===== src/rtl/posit_encoder.sv =====
// Three-stage posit packer: builds the regime, packs and rounds to nearest-even,
// then applies sign and special values. A single stall freezes every stage.
module posit_encoder #(
    parameter int N  = 8,
    parameter int ES = 3,
    parameter int RS = $clog2(N)
) (
    input  logic                clk,
    input  logic                reset,
    input  logic                in_valid,
    output logic                in_ready,
    input  logic                Zero,
    input  logic                NaR,
    input  logic                Sign,
    input  logic signed [RS:0]  RegimeValue,
    input  logic [ES-1:0]       Exponent,
    input  logic [N-ES+2:0]     Mantissa,
    output logic                out_valid,
    input  logic                out_ready,
    output logic [N-1:0]        Posit
);
    localparam int FW   = N - ES + 2;
    localparam int VW   = 2*N + ES;
    localparam int LW   = $clog2(N + 1);
    localparam int KMAX = N - 2;

    typedef struct packed {
        logic [N-1:0]  rgm;
        logic [LW-1:0] len;
        logic          sat_hi;
        logic          sat_lo;
        logic [ES-1:0] exp;
        logic [FW-1:0] frac;
        logic          sign;
        logic          zero;
        logic          nar;
    } s1_t;

    typedef struct packed {
        logic [N-2:0] body;
        logic         sign;
        logic         zero;
        logic         nar;
    } s2_t;

    logic [3:1]   vld_pipe_q;
    s1_t          s1_d, s1_q;
    s2_t          s2_d, s2_q;
    logic [N-1:0] posit_d, posit_q;
    logic         stall, adv;
    logic         unused_hidden;

    // The hidden bit is implied by the regime/exponent encoding.
    assign unused_hidden = Mantissa[FW];

    assign stall     = vld_pipe_q[3] && !out_ready;
    assign adv       = !stall;
    assign in_ready  = adv;
    assign out_valid = vld_pipe_q[3];
    assign Posit     = posit_q;

    always_comb begin
        int k;
        int kc;
        s1_d        = '0;
        k           = int'(RegimeValue);
        s1_d.sat_hi = (k > KMAX);
        s1_d.sat_lo = (k < -KMAX);
        kc          = s1_d.sat_hi ? KMAX : (s1_d.sat_lo ? -KMAX : k);
        // Regime is left-aligned in rgm; bits past len stay zero.
        if (kc >= 0) begin
            s1_d.rgm = {N{1'b1}} << (N - kc - 1);
            s1_d.len = LW'(kc + 2);
        end else begin
            s1_d.rgm = {1'b1, {(N-1){1'b0}}} >> (-kc);
            s1_d.len = LW'(1 - kc);
        end
        s1_d.exp  = Exponent;
        s1_d.frac = Mantissa[FW-1:0];
        s1_d.sign = Sign;
        s1_d.zero = Zero;
        s1_d.nar  = NaR;
    end

    always_comb begin
        logic [VW-1:0]  v;
        logic [N-2:0]   body;
        logic           g, l, s, rnd;
        s2_d = '0;
        v    = {s1_q.rgm, {(VW-N){1'b0}}}
             | ({s1_q.exp, s1_q.frac, {(VW-ES-FW){1'b0}}} >> s1_q.len);
        body = v[VW-1 -: N-1];
        l    = v[VW-N+1];
        g    = v[VW-N];
        s    = |v[VW-N-1:0];
        // An all-ones body is maxpos; incrementing it would wrap into NaR.
        rnd  = g && (l || s) && !(&body);
        s2_d.body = body + (N-1)'(rnd);
        if (s1_q.sat_hi)
            s2_d.body = '1;
        else if (s1_q.sat_lo || s2_d.body == '0)
            s2_d.body = (N-1)'(1);
        s2_d.sign = s1_q.sign;
        s2_d.zero = s1_q.zero;
        s2_d.nar  = s1_q.nar;
    end

    always_comb begin
        logic [N-1:0] word;
        word    = {1'b0, s2_q.body};
        posit_d = s2_q.sign ? (~word + N'(1)) : word;
        if (s2_q.nar)
            posit_d = {1'b1, {(N-1){1'b0}}};
        else if (s2_q.zero)
            posit_d = '0;
    end

    always_ff @(posedge clk or posedge reset) begin
        if (reset) begin
            vld_pipe_q <= '0;
            s1_q       <= '0;
            s2_q       <= '0;
            posit_q    <= '0;
        end else if (adv) begin
            vld_pipe_q <= {vld_pipe_q[2:1], in_valid};
            s1_q       <= s1_d;
            s2_q       <= s2_d;
            posit_q    <= posit_d;
        end
    end
endmodule


===== config.mk =====
export PLATFORM = sky130hd
export DESIGN_NAME = posit_encoder
export DESIGN_NICKNAME = d
export VERILOG_FILES = /design/src/rtl/posit_encoder.sv
export SDC_FILE = /design/constraint.sdc
export NUM_CORES = 1
export LEC_CHECK = 0
export CORE_ASPECT_RATIO = 1.4
export CORE_MARGIN = 2
export CORE_UTILIZATION = 40
export CTS_BUF_LIST = sky130_fd_sc_hd__clkbuf_4 sky130_fd_sc_hd__clkbuf_8
export DETAILED_ROUTE_END_ITERATION = 10
export HOLD_SLACK_MARGIN = 0.03
export SLEW_MARGIN = 20
export SYNTH_ARGS = -nofsm -noshare
export SYNTH_HDL_FRONTEND = slang
export SYNTH_SLANG_ARGS = --single-unit

===== constraint.sdc =====
create_clock -name clk -period 2.7 [get_ports clk]
set_input_delay 0.405 -clock clk [delete_from_list [all_inputs] [get_ports clk]]
set_output_delay 0.405 -clock clk [all_outputs]
set_load 0.02 [all_outputs]

==> results.py, run 1 <==
metrics = {
    "detailed_routing": {
        "initial_drc_count": 173,
        "drt-pass1-iter-count": 4,
        "wire_per_inst_um": 13.70,
        "vias": 2805,
        "detail_route.vias_per_cell": 5.137,
        "drt_drc_violations_left": 0,
        "drtAntennaViolNets": 0,
        "detailed_route_wire_length_um": 7480,
    },
    "synthesis": {
        "synth_edf_count": 0,
        "synth_top_cells_by_area": "sky130_fd_sc_hd__dfrtp_1 (39%), sky130_fd_sc_hd__nand2_1 (11%), sky130_fd_sc_hd__ha_1 (6.5%), sky130_fd_sc_hd__o21ai_0 (3.7%), sky130_fd_sc_hd__nor2_1 (3.6%)",
        "synth_adder_area_share": 0.06457,
        "syn-num-nets": 403,
        "share_of_synthesized_cell_area_in_and_or_nand_and_nor_gates": 0.2252,
        "largest_family_of_logic_cells_by_synthesized_area": "simple AND/OR/NAND/NOR gates",
        "synth-async-reset-ratio": 1.000,
        "syn_area_sq_um": 3100,
        "synthXorXnorAreaFrac": 0.02260,
        "yosysUniqueCellTypes": 57,
        "ys.flop_type": "sky130_fd_sc_hd__dfrtp_1",
        "synth_compound_gate_area_share": 0.1909,
        "seq_area_frac_synth": 0.3874,
        "avg_synthesized_cell_area_sq_um": 8.494,
        "muxShareOfSynthArea": 0.05851,
        "ys_seq_elements": 48,
        "synthCells": 365,
        "yosysTopAreaCellShare": 0.3874,
        "yosysTopAreaCell": "sky130_fd_sc_hd__dfrtp_1",
        "synth-warning-count": 0,
    },
    "floorplanning": {
        "start_util": 0.4050,
        "die_width_um": 78.41,
        "placeableCoreArea_sq_um": 7655,
        "design.die.area_sq_um": 8482,
        "floorplan.die.height_um": 108.2,
        "floorplan.io_pins": 32,
        "std_cell_rows": 38,
    },
    "placed_design": {
        "cells_after_dpl": 532,
        "hpwl_um": 5498,
        "buffer_ports.inserted": 30,
        "dpl_cell_area_sq_um": 3860,
        "gp_routability_congestion": 0.9111,
    },
    "layout": {
        "nets": 483,
        "area_delta_synth_final_pct": 33.78,
        "layout.cells.most_common_list": "sky130_fd_sc_hd__nand2_1 (87), sky130_fd_sc_hd__buf_4 (56), sky130_fd_sc_hd__dfrtp_1 (47), sky130_fd_sc_hd__nor2_1 (27), sky130_fd_sc_hd__clkdlybuf4s50_1 (27)",
        "layoutNonFillerInstCount": 546,
        "area_used_by_multi_input_combinational_logic_sq_um": 1894,
        "filler_cell_count": 698,
        "layout-drive-gt1-share": 0.2511,
        "layout_commonest_cell": "sky130_fd_sc_hd__nand2_1",
        "antennaDiodeCount": 0,
        "seqCellArea_sq_um": 1202,
        "final_cell_area_sq_um": 4148,
    },
    "clock_tree": {
        "worst_skew_pair.late_latency_ns": 0.32,
        "cts_max_path_buffers": 2,
        "clock_sinks": 48,
        "cts_hold_buffers": 0,
        "tritoncts_clock_tree": "built",
        "cts-root-buf": "sky130_fd_sc_hd__clkbuf_8",
        "number_of_cts_inserted_buffers": 5,
        "cts.clk_slew.worst_paths_ns": 0.09,
        "cts-htree-levels": 2,
    },
    "worst_hold_path": {
        "hold_path.class": "in2async",
    },
    "power_and_ir_drop": {
        "power.switching_mw": 1.433,
        "combinational_power_share": 0.547,
        "power_frac_clock": 0.132,
        "seq_power_share": 0.321,
        "power_leakage_nw": 1.924,
        "cell_internal_pwr_mw": 2.131,
        "power.share.switching": 0.4020,
        "vdd_ir_drop_max_v": 0.0003343,
        "power.density_cell_area_nw_per_um2": 859.3,
    },
    "timing": {
        "worst-slew-pin-transition_ns": 0.5407,
        "relative_max_transition_margin": 0.6390,
        "setup_ws_ns": -0.1105,
        "finalCriticalPeriod_ns": 2.810,
        "finalMaxSlewViolations": 0,
        "setup_viol_count_final": 4,
        "fin_crit_share": 1.041,
        "totalNegativeSetupSlack_ns": -0.2115,
        "max_freq_mhz": 355.8,
        "grt_setup_unrepaired": "yes",
        "fin_skew_ns": 0.008772,
        "hold_violations": 0,
    },
    "worst_setup_path": {
        "r2r_cells": 13,
        "regToRegEndpoint": "s2_q[3]$_DFFE_PP0N_",
        "reg2reg_from": "s1_q[16]$_DFFE_PP0N_",
        "worst-endpoint-arrival_ns": 3.02,
        "cp_data_required_time_ns": 2.91,
        "setup.worst_path.start_class": "register",
        "setup.worst_path.class": "reg2reg",
        "critical_path.max_fanout": 6,
        "setup.reg_to_reg.worst_slack_ns": -0.11,
        "worst_setup_path_end_kind": "register",
    },
    "global_routing": {
        "grt_start_max_net_pins": 49,
        "grt-ovfl-total": 0,
        "vias_in_the_first_global_route": 2813,
        "grt_pass1_wl_um": 12810,
        "track_usage": 0.1901,
        "grt_antenna_before_repair": 0,
    },
    "job": {
        "max_cap_violations": 0,
    },
    "run_status": {
        "outcome": "finished, violations left",
        "violations": "setup timing",
    },
}
## synthesized netlist by cell type, types with 6 or more instances
| library cell | count |
|---|---|
| sky130_fd_sc_hd__nor2b_1 | 7 |
| sky130_fd_sc_hd__mux2i_1 | 11 |
| sky130_fd_sc_hd__dfrtp_1 | 48 |
| sky130_fd_sc_hd__inv_1 | 16 |
| sky130_fd_sc_hd__a21o_1 | 7 |
| sky130_fd_sc_hd__a21oi_1 | 20 |
| sky130_fd_sc_hd__ha_1 | 16 |
| sky130_fd_sc_hd__nand3_1 | 7 |
| sky130_fd_sc_hd__xor2_1 | 7 |
| sky130_fd_sc_hd__a31oi_1 | 6 |
| sky130_fd_sc_hd__o21ai_0 | 23 |
| sky130_fd_sc_hd__nor2_1 | 30 |
| sky130_fd_sc_hd__clkbuf_1 | 11 |
| sky130_fd_sc_hd__nand2_1 | 88 |
## worst max-delay path, stage by stage (launching register included)
cell,delay (ns)
sky130_fd_sc_hd__dfrtp_2,0.47
sky130_fd_sc_hd__buf_6,0.15
sky130_fd_sc_hd__mux2i_2,0.15
sky130_fd_sc_hd__mux2_4,0.30
sky130_fd_sc_hd__a311oi_2,0.22
sky130_fd_sc_hd__a21oi_1,0.07
sky130_fd_sc_hd__o211ai_1,0.19
sky130_fd_sc_hd__o211a_1,0.21
sky130_fd_sc_hd__ha_4,0.15
sky130_fd_sc_hd__o21ai_1,0.07
sky130_fd_sc_hd__a21oi_2,0.14
sky130_fd_sc_hd__nand3_2,0.11
sky130_fd_sc_hd__xor2_2,0.16
sky130_fd_sc_hd__o41ai_2,0.31
## worst max path at each step
stage / start / end / slack [ns] / depth (start not counted)
5_1_grt: s1_q[16]$_DFFE_PP0N_ / s2_q[3]$_DFFE_PP0N_ / -0.24 / 14
3_3_place_gp: RegimeValue[3] / s1_q[20]$_DFFE_PP0N_ / -0.33 / 15
4_1_cts: s1_q[16]$_DFFE_PP0N_ / s2_q[3]$_DFFE_PP0N_ / -0.18 / 14
6_report: s1_q[16]$_DFFE_PP0N_ / s2_q[3]$_DFFE_PP0N_ / -0.11 / 13
3_5_place_dp: RegimeValue[3] / s1_q[20]$_DFFE_PP0N_ / -0.44 / 15
2_1_floorplan: s1_q[16]$_DFFE_PP0N_ / s2_q[3]$_DFFE_PP0N_ / 0.02 / 14
## cell families (layout without fill, tap and decap cells)
group,after synthesis,count (layout)
AO/OA/AOI/OAI,85,85
XOR/XNOR,8,8
flip-flops,48,48
adder cells (fa/ha/maj),16,16
AND/OR/NAND/NOR,158,158
buffers and inverters,34,115
multiplexers,16,16
## layer usage
| layer | vias to the layer above | wire length (um) | track usage |
|---|---|---|---|
| met2 | 47 | 3881 | 0.3381 |
| li1 | 1417 | - | - |
| met4 | 0 | 274 | 0.09398 |
| met5 | - | 0 | 0 |
| met1 | 1322 | 3156 | 0.2211 |
| met3 | 19 | 167 | 0.03005 |
## per-stage QoR
stage          utilization  total power [mW]  setup slack, ns  hold WS, ns
6_report            0.5418             3.564          -0.1105       0.4422
5_1_grt             0.5418             3.828          -0.2412       0.4893
4_1_cts             0.5333             3.526          -0.1793       0.4624
3_5_place_dp        0.5043             2.920          -0.4434       0.4569
3_3_place_gp        0.5043             2.881          -0.3310       0.4465
2_1_floorplan            -             2.227          0.02350       0.4300
## registers in the layout, summed over array words and instances, names as in the netlist
signal,count
Posit,8
s1_q,27
s2_q,10
vld_pipe_q,3
## cell type report
| type | instances | area share |
|---|---|---|
| Inverter | 18 | 0.01689 |
| Clock inverter | 2 | 0.003318 |
| Multi-Input combinational cell | 283 | 0.4567 |
| Tap cell | 100 | 0.03017 |
| Timing Repair Buffer | 89 | 0.1831 |
| Sequential cell | 48 | 0.2899 |
| Clock buffer | 6 | 0.01991 |
## power by group through the flow
stage	Sequential [mW]	Clock, mW	Combinational (mW)
finish	1.15	0.470	1.95
global route	1.18	0.501	2.15
CTS	1.14	0.486	1.90
detailed placement	1.16	0	1.76
global placement	1.15	0	1.73
floorplan	1.16	0	1.07
## timing repair
item,4_1_cts,5_1_grt
pin swaps,21,10
gates resized for setup,30,11
setup endpoints to repair,12,12
setup buffers,4,2
Note: power is estimated with default switching activity, not from simulation.
==> run 2: changes to the inputs <==
- CELL_PAD_IN_SITES_DETAIL_PLACEMENT: default -> 1
- CELL_PAD_IN_SITES_GLOBAL_PLACEMENT: default -> 1
- CORE_ASPECT_RATIO: 1.4 -> default
- CORE_UTILIZATION: 40 -> 39
- CTS_BUF_LIST: sky130_fd_sc_hd__clkbuf_4 sky130_fd_sc_hd__clkbuf_8 -> default
- PLACE_DENSITY_LB_ADDON: default -> 0.1
==> run 2 against run 1 <==
The run still ends with setup timing left. Utilization grew 0.43 points. Flip-flop and latch count is the same. Via count grew 3.4%. Die area grew 2.3%. Critical endpoint unchanged. Non-clock buffer count grew 9. Highest routed layer unchanged. Total power grew 2.8%. Critical path type unchanged. Maximum frequency shrank 4.6%. Largest power group unchanged. Count of clock-buffer cells in the layout grew 1. Design area grew 1.7%. Sequential power is essentially flat. Cell count grew 2.0%. Worst setup slack lost 0.14 ns.
==> results.py, run 2 (synthesized netlist as in run 1, its figures left out) <==
metrics = {
    "detailed_routing": {
        "drt-pass1-iter-count": 4,
        "met2RoutedLength_um": 4433,
        "wire_per_inst_um": 16.52,
        "drtAntennaViolNets": 0,
        "initial_drc_count": 112,
        "vias": 2901,
        "routed-wl-met3_um": 146,
        "wl_met1_um": 4454,
        "top_layer_used": "met4",
        "detail_route.vias_per_cell": 5.208,
        "drt_drc_violations_left": 0,
        "detailed_route_wire_length_um": 9201,
    },
    "power_and_ir_drop": {
        "power_frac_clock": 0.120,
        "power.share.switching": 0.4178,
        "power.switching_mw": 1.531,
        "power.density_cell_area_nw_per_um2": 868.0,
        "cell_internal_pwr_mw": 2.133,
        "seq_power_share": 0.318,
        "power_leakage_nw": 1.977,
        "vdd_ir_drop_max_v": 0.0003454,
        "combinational_power_share": 0.562,
        "power_mw": 3.663,
    },
    "clock_tree": {
        "cts.clk_slew.worst_paths_ns": 0.10,
        "cts-root-buf": "sky130_fd_sc_hd__clkbuf_8",
        "worst_skew_pair.late_latency_ns": 0.30,
        "clock_sinks": 48,
        "tritoncts_clock_tree": "built",
        "number_of_cts_inserted_buffers": 5,
        "cts_max_path_buffers": 2,
        "cts_hold_buffers": 0,
        "cts-htree-levels": 2,
    },
    "worst_setup_path": {
        "worst-endpoint-arrival_ns": 3.14,
        "setup.reg_to_reg.worst_slack_ns": -0.25,
        "setup.worst_path.start_class": "register",
        "setup.worst_path.class": "reg2reg",
        "r2r_cells": 12,
        "worst_setup_path_end_kind": "register",
        "regToRegEndpoint": "s2_q[3]$_DFFE_PP0N_",
        "reg2reg_from": "s1_q[16]$_DFFE_PP0N_",
        "critical_path.max_fanout": 6,
        "cp_data_required_time_ns": 2.89,
    },
    "layout": {
        "largest_register_ffs": 27,
        "layout-drive-gt1-share": 0.2725,
        "layout.core_utilization": 0.5461,
        "layout_commonest_cell": "sky130_fd_sc_hd__nand2_1",
        "final_cell_area_sq_um": 4220,
        "nets": 492,
        "seqCellArea_sq_um": 1202,
        "layoutNonFillerInstCount": 557,
        "area_used_by_multi_input_combinational_logic_sq_um": 1913,
        "filler_cell_count": 920,
        "area_delta_synth_final_pct": 36.12,
        "layout.cells.most_common_list": "sky130_fd_sc_hd__nand2_1 (87), sky130_fd_sc_hd__buf_4 (65), sky130_fd_sc_hd__dfrtp_1 (47), sky130_fd_sc_hd__clkdlybuf4s50_1 (27), sky130_fd_sc_hd__nor2_1 (26)",
        "antennaDiodeCount": 0,
        "registers.top_by_ff_count": "s1_q",
    },
    "timing": {
        "worst-slew-pin-transition_ns": 0.6130,
        "fin_skew_ns": 0.007108,
        "relative_max_transition_margin": 0.5913,
        "setup_viol_count_final": 6,
        "grt_setup_unrepaired": "yes",
        "max_freq_mhz": 339.4,
        "fin_crit_share": 1.091,
        "setup_ws_ns": -0.2461,
        "finalCriticalPeriod_ns": 2.946,
        "hold_violations": 0,
        "finalMaxSlewViolations": 0,
    },
    "floorplanning": {
        "std_cell_rows": 32,
        "floorplan.io_pins": 32,
        "floorplan.die.height_um": 93.16,
        "design.die.area_sq_um": 8679,
        "die_width_um": 93.16,
        "placeableCoreArea_sq_um": 7727,
        "start_util": 0.4012,
    },
    "placed_design": {
        "cells_after_dpl": 536,
        "pre_cts_ws_ns": -0.4678,
        "buffer_ports.inserted": 30,
        "hpwl_um": 6494,
        "dpl_cell_area_sq_um": 3865,
        "gp_routability_congestion": 0.8286,
    },
    "run_status": {
        "violations": "setup timing",
        "outcome": "finished, violations left",
    },
    "global_routing": {
        "track_usage": 0.2131,
        "grt-ovfl-total": 0,
        "grt_start_max_net_pins": 49,
        "grt_pass1_wl_um": 14630,
        "grt_antenna_before_repair": 0,
        "vias_in_the_first_global_route": 3006,
    },
    "job": {
        "max_cap_violations": 0,
    },
    "worst_hold_path": {
        "hold_path.class": "reg2reg",
        "min_delay_path_depth": 1,
        "worst_hold_end": "vld_pipe_q[3]$_DFFE_PP0N_",
        "hold_path_startpoint": "vld_pipe_q[2]$_DFFE_PP0N_",
    },
}
-- run 2: changes by cell type in the layout (fill, tap and decap cells not counted), moves of 2 or more --
cell | before | now
sky130_fd_sc_hd__buf_4 | 56 | 65
sky130_fd_sc_hd__o21ai_1 | 6 | 3
sky130_fd_sc_hd__clkbuf_1 | 0 | 2
sky130_fd_sc_hd__mux2i_1 | 8 | 10
sky130_fd_sc_hd__o21ai_2 | 0 | 2
-- run 2: what timing repair did --
item                                    4_1_cts  5_1_grt
buffers inserted                              8        5
cloned                                        0        0
endpoints found under the setup margin       12       13
resized for setup                            19       26
pin swaps                                    13       21
-- run 2: power by group through the flow --
stage          Sequential, mW  Combinational [mW]  Clock (mW)
5_1_grt                  1.20                2.25       0.481
3_5_place_dp             1.18                1.78           0
2_1_floorplan            1.16                1.07           0
4_1_cts                  1.16                1.89       0.456
3_3_place_gp             1.16                1.72           0
6_report                 1.16                2.06       0.440
-- run 2: final cells by class --
type | instances | area share
clock inverters | 1 | 0.002075
clock buffers | 7 | 0.01808
well taps | 102 | 0.03024
inverters | 18 | 0.01660
multi-input cells | 283 | 0.4533
flip-flops and latches | 48 | 0.2849
repair buffers | 98 | 0.1948
-- run 2: worst max path at each step --
stage,start,to,depth (start not counted)
floorplan,s1_q[16]$_DFFE_PP0N_,s2_q[3]$_DFFE_PP0N_,14
global route,s1_q[16]$_DFFE_PP0N_,s2_q[3]$_DFFE_PP0N_,14
CTS,s1_q[16]$_DFFE_PP0N_,s2_q[3]$_DFFE_PP0N_,14
detailed placement,RegimeValue[3],s1_q[20]$_DFFE_PP0N_,15
finish,s1_q[16]$_DFFE_PP0N_,s2_q[3]$_DFFE_PP0N_,12
global placement,RegimeValue[3],s1_q[20]$_DFFE_PP0N_,15
-- run 2: critical path: stages, from the launching register on --
cell and delay (ns):
sky130_fd_sc_hd__dfrtp_2 0.47, sky130_fd_sc_hd__buf_4 0.16, sky130_fd_sc_hd__mux2i_1 0.17, sky130_fd_sc_hd__buf_4 0.17
sky130_fd_sc_hd__mux2i_1 0.22, sky130_fd_sc_hd__mux2i_1 0.11, sky130_fd_sc_hd__o21bai_1 0.19, sky130_fd_sc_hd__nand4_1 0.12
sky130_fd_sc_hd__o211a_1 0.18, sky130_fd_sc_hd__ha_4 0.25, sky130_fd_sc_hd__or4_1 0.54, sky130_fd_sc_hd__o21ai_1 0.14
sky130_fd_sc_hd__o41ai_2 0.10
-- run 2: layer usage --
metal  track usage  vias up
li1              -     1431
met1        0.2993     1419
met2        0.3521       38
met3       0.02498       13
met4       0.05147        0
met5             0        -
-- run 2: stage by stage --
step	hold slack [ns]	setup TNS, ns
floorplan	0.4300	0
global placement	0.4489	-2.552
detailed placement	0.4597	-4.072
CTS	0.4792	-0.6710
global route	0.4951	-1.853
finish	0.4735	-1.080
==> run 3: changes to the inputs <==
- PLACE_DENSITY_LB_ADDON: 0.1 -> 0.08
- TNS_END_PERCENT: default -> 50
==> run 3 against run 2 <==
The run still ends with setup timing left. Critical endpoint unchanged. Flip-flop and latch count stayed put. Routed wire length is 11% lower. Register-to-register slack better by 0.08 ns. Total power is 5.3% lower. Design area is 3.7% lower.
==> results.py, run 3 (synthesized netlist as in run 1, its figures left out) <==
metrics = {
    "detailed_routing": {
        "detail_route.vias_per_cell": 5.160,
        "drt_drc_violations_left": 0,
        "vias": 2807,
        "drt-pass1-iter-count": 4,
        "wire_per_inst_um": 15.05,
        "drtAntennaViolNets": 0,
        "detailed_route_wire_length_um": 8187,
        "initial_drc_count": 97,
    },
    "worst_setup_path": {
        "worst-endpoint-arrival_ns": 3.08,
        "worstSetupEndpoint": "s2_q[3]$_DFFE_PP0N_",
        "cp.depth": 14,
        "setup.worst_path.class": "reg2reg",
        "critical_path.cell_chain": "buf_6, mux2_4, a2bb2oi_2, a21oi_1, or2_2, nand4_1, o211a_1, ha_2, ha_1, inv_2, a21o_1, o21ai_2, a2bb2oi_2, o41ai_2",
        "regToRegEndpoint": "s2_q[3]$_DFFE_PP0N_",
        "library_cell_appearing_most_often_on_the_critical_path": "sky130_fd_sc_hd__a2bb2oi_2",
        "cp_data_required_time_ns": 2.91,
        "setup.reg_to_reg.worst_slack_ns": -0.17,
        "critical-path-top-delay-family": "compound AO/OA/AOI/OAI gates",
        "worst_setup_path_end_kind": "register",
        "worst_path_max_delay_cell": "sky130_fd_sc_hd__dfrtp_2",
        "critical_path.max_fanout": 6,
        "path_buf_inv": 2,
        "setup.worst_path.start_class": "register",
        "reg2reg_from": "s1_q[16]$_DFFE_PP0N_",
        "critical-path-max-stage-delay_ns": 0.48,
        "r2r_cells": 14,
        "crit_path_start": "s1_q[16]$_DFFE_PP0N_",
    },
    "power_and_ir_drop": {
        "power_frac_clock": 0.126,
        "seq_power_share": 0.333,
        "vdd_ir_drop_max_v": 0.0003440,
        "power.share.switching": 0.4100,
        "cell_internal_pwr_mw": 2.047,
        "combinational_power_share": 0.541,
        "power_leakage_nw": 1.914,
        "power.switching_mw": 1.422,
        "power.density_cell_area_nw_per_um2": 853.9,
    },
    "layout": {
        "area_delta_synth_final_pct": 31.03,
        "area_used_by_multi_input_combinational_logic_sq_um": 1852,
        "layout.cells.most_common_list": "sky130_fd_sc_hd__nand2_1 (87), sky130_fd_sc_hd__buf_4 (53), sky130_fd_sc_hd__dfrtp_1 (47), sky130_fd_sc_hd__nor2_1 (28), sky130_fd_sc_hd__clkdlybuf4s50_1 (27)",
        "layoutNonFillerInstCount": 544,
        "layout_commonest_cell": "sky130_fd_sc_hd__nand2_1",
        "seqCellArea_sq_um": 1202,
        "nets": 479,
        "registers.top_by_ff_count": "s1_q",
        "layout-drive-gt1-share": 0.2353,
        "largest_register_ffs": 27,
        "final_cell_area_sq_um": 4063,
        "filler_cell_count": 925,
        "antennaDiodeCount": 0,
    },
    "job": {
        "max_cap_violations": 0,
    },
    "timing": {
        "setup_ws_ns": -0.1697,
        "holdWs_ns": 0.4646,
        "hold_violations": 0,
        "setup_viol_count_final": 5,
        "relative_max_transition_margin": 0.5781,
        "fin_crit_share": 1.063,
        "worst-slew-pin-transition_ns": 0.6329,
        "finalCriticalPeriod_ns": 2.870,
        "max_freq_mhz": 348.5,
        "finalMaxSlewViolations": 0,
        "grt_setup_unrepaired": "yes",
        "fin_skew_ns": 0.003414,
    },
    "clock_tree": {
        "tritoncts_clock_tree": "built",
        "clock_sinks": 48,
        "cts-root-buf": "sky130_fd_sc_hd__clkbuf_8",
        "cts_max_path_buffers": 2,
        "number_of_cts_inserted_buffers": 5,
        "cts_hold_buffers": 0,
        "worst_skew_pair.late_latency_ns": 0.30,
        "cts-htree-levels": 2,
        "cts.clk_slew.worst_paths_ns": 0.09,
    },
    "global_routing": {
        "grt-ovfl-total": 0,
        "grt_pass1_wl_um": 13830,
        "vias_in_the_first_global_route": 2891,
        "grt_start_max_net_pins": 49,
        "track_usage": 0.2009,
        "grt_antenna_before_repair": 0,
    },
    "run_status": {
        "outcome": "finished, violations left",
        "violations": "setup timing",
    },
    "placed_design": {
        "dpl_cell_area_sq_um": 3835,
        "hpwl_um": 6166,
        "buffer_ports.inserted": 30,
        "cells_after_dpl": 532,
        "pre_cts_ws_ns": -0.4629,
        "gp_routability_congestion": 0.8032,
    },
    "floorplanning": {
        "floorplan.io_pins": 32,
        "start_util": 0.4012,
        "die_width_um": 93.16,
        "placeableCoreArea_sq_um": 7727,
        "std_cell_rows": 32,
        "floorplan.die.height_um": 93.16,
        "design.die.area_sq_um": 8679,
    },
    "worst_hold_path": {
        "hold_path.class": "reg2reg",
    },
}
## run 3: cell count changes in the layout (fill, tap and decap cells not counted), sizes merged
cell          delta
dlygate4sd2      -2
dlymetal6s2s     +2
buf             -13
## run 3: worst register-to-register path, stage by stage, from the launching register on
cell and delay (ns):
sky130_fd_sc_hd__dfrtp_2 0.48, sky130_fd_sc_hd__buf_6 0.15, sky130_fd_sc_hd__mux2_4 0.30, sky130_fd_sc_hd__a2bb2oi_2 0.17, sky130_fd_sc_hd__a21oi_1 0.08, sky130_fd_sc_hd__or2_2 0.28, sky130_fd_sc_hd__nand4_1 0.10, sky130_fd_sc_hd__o211a_1 0.16
sky130_fd_sc_hd__ha_2 0.17, sky130_fd_sc_hd__ha_1 0.15, sky130_fd_sc_hd__inv_2 0.06, sky130_fd_sc_hd__a21o_1 0.19, sky130_fd_sc_hd__o21ai_2 0.13, sky130_fd_sc_hd__a2bb2oi_2 0.08, sky130_fd_sc_hd__o41ai_2 0.27
## run 3: routing by layer
layer  GRT usage  wire length, um  vias up
met5           0                0        -
met4     0.04779               78        0
met3     0.02498              147        5
met2      0.3188             3716       23
met1      0.2927             4244     1377
li1            -                -     1402
## run 3: timing repair
| item | in CTS | in global routing |
|---|---|---|
| setup buffers | 2 | 2 |
| setup endpoints to repair | 11 | 14 |
| gates resized for setup | 16 | 16 |
| pin swaps | 11 | 14 |
## run 3: layout make-up
class                   instances  share of cell area
clock inverters                 1            0.002156
clock buffers                   7             0.01879
repair buffers                 85              0.1792
well taps                     102             0.03141
flip-flops and latches         48              0.2960
multi-input cells             283              0.4558
inverters                      18             0.01663
## run 3: worst min path at each step
| stage | start | to | slack [ns] | cells past startpoint |
|---|---|---|---|---|
| detailed placement | vld_pipe_q[2]$_DFFE_PP0N_ | vld_pipe_q[2]$_DFFE_PP0N_ | 0.45 | 2 |
| finish | vld_pipe_q[2]$_DFFE_PP0N_ | vld_pipe_q[2]$_DFFE_PP0N_ | 0.46 | 2 |
| global placement | vld_pipe_q[2]$_DFFE_PP0N_ | vld_pipe_q[2]$_DFFE_PP0N_ | 0.45 | 2 |
| global route | Posit[3]$_DFFE_PP0N_ | Posit[3]$_DFFE_PP0N_ | 0.50 | 2 |
| floorplan | vld_pipe_q[2]$_DFFE_PP0N_ | vld_pipe_q[2]$_DFFE_PP0N_ | 0.43 | 2 |
| CTS | vld_pipe_q[2]$_DFFE_PP0N_ | vld_pipe_q[2]$_DFFE_PP0N_ | 0.47 | 2 |
## run 3: power groups by stage
stage          Combinational [mW]  Sequential [mW]  Clock, mW
2_1_floorplan                1.07             1.16          0
3_3_place_gp                 1.72             1.16          0
3_5_place_dp                 1.77             1.17          0
4_1_cts                      1.84             1.15      0.453
5_1_grt                      2.08             1.19      0.475
6_report                     1.88             1.15      0.437
## run 3: metrics by stage
| stage | power (mW) | utilization | TNS [ns] |
|---|---|---|---|
| 2_1_floorplan | 2.227 | - | 0 |
| 3_3_place_gp | 2.877 | 0.4963 | -2.785 |
| 3_5_place_dp | 2.937 | 0.4963 | -4.154 |
| 4_1_cts | 3.448 | 0.5170 | -0.7747 |
| 5_1_grt | 3.742 | 0.5257 | -1.313 |
| 6_report | 3.469 | 0.5257 | -0.4255 |
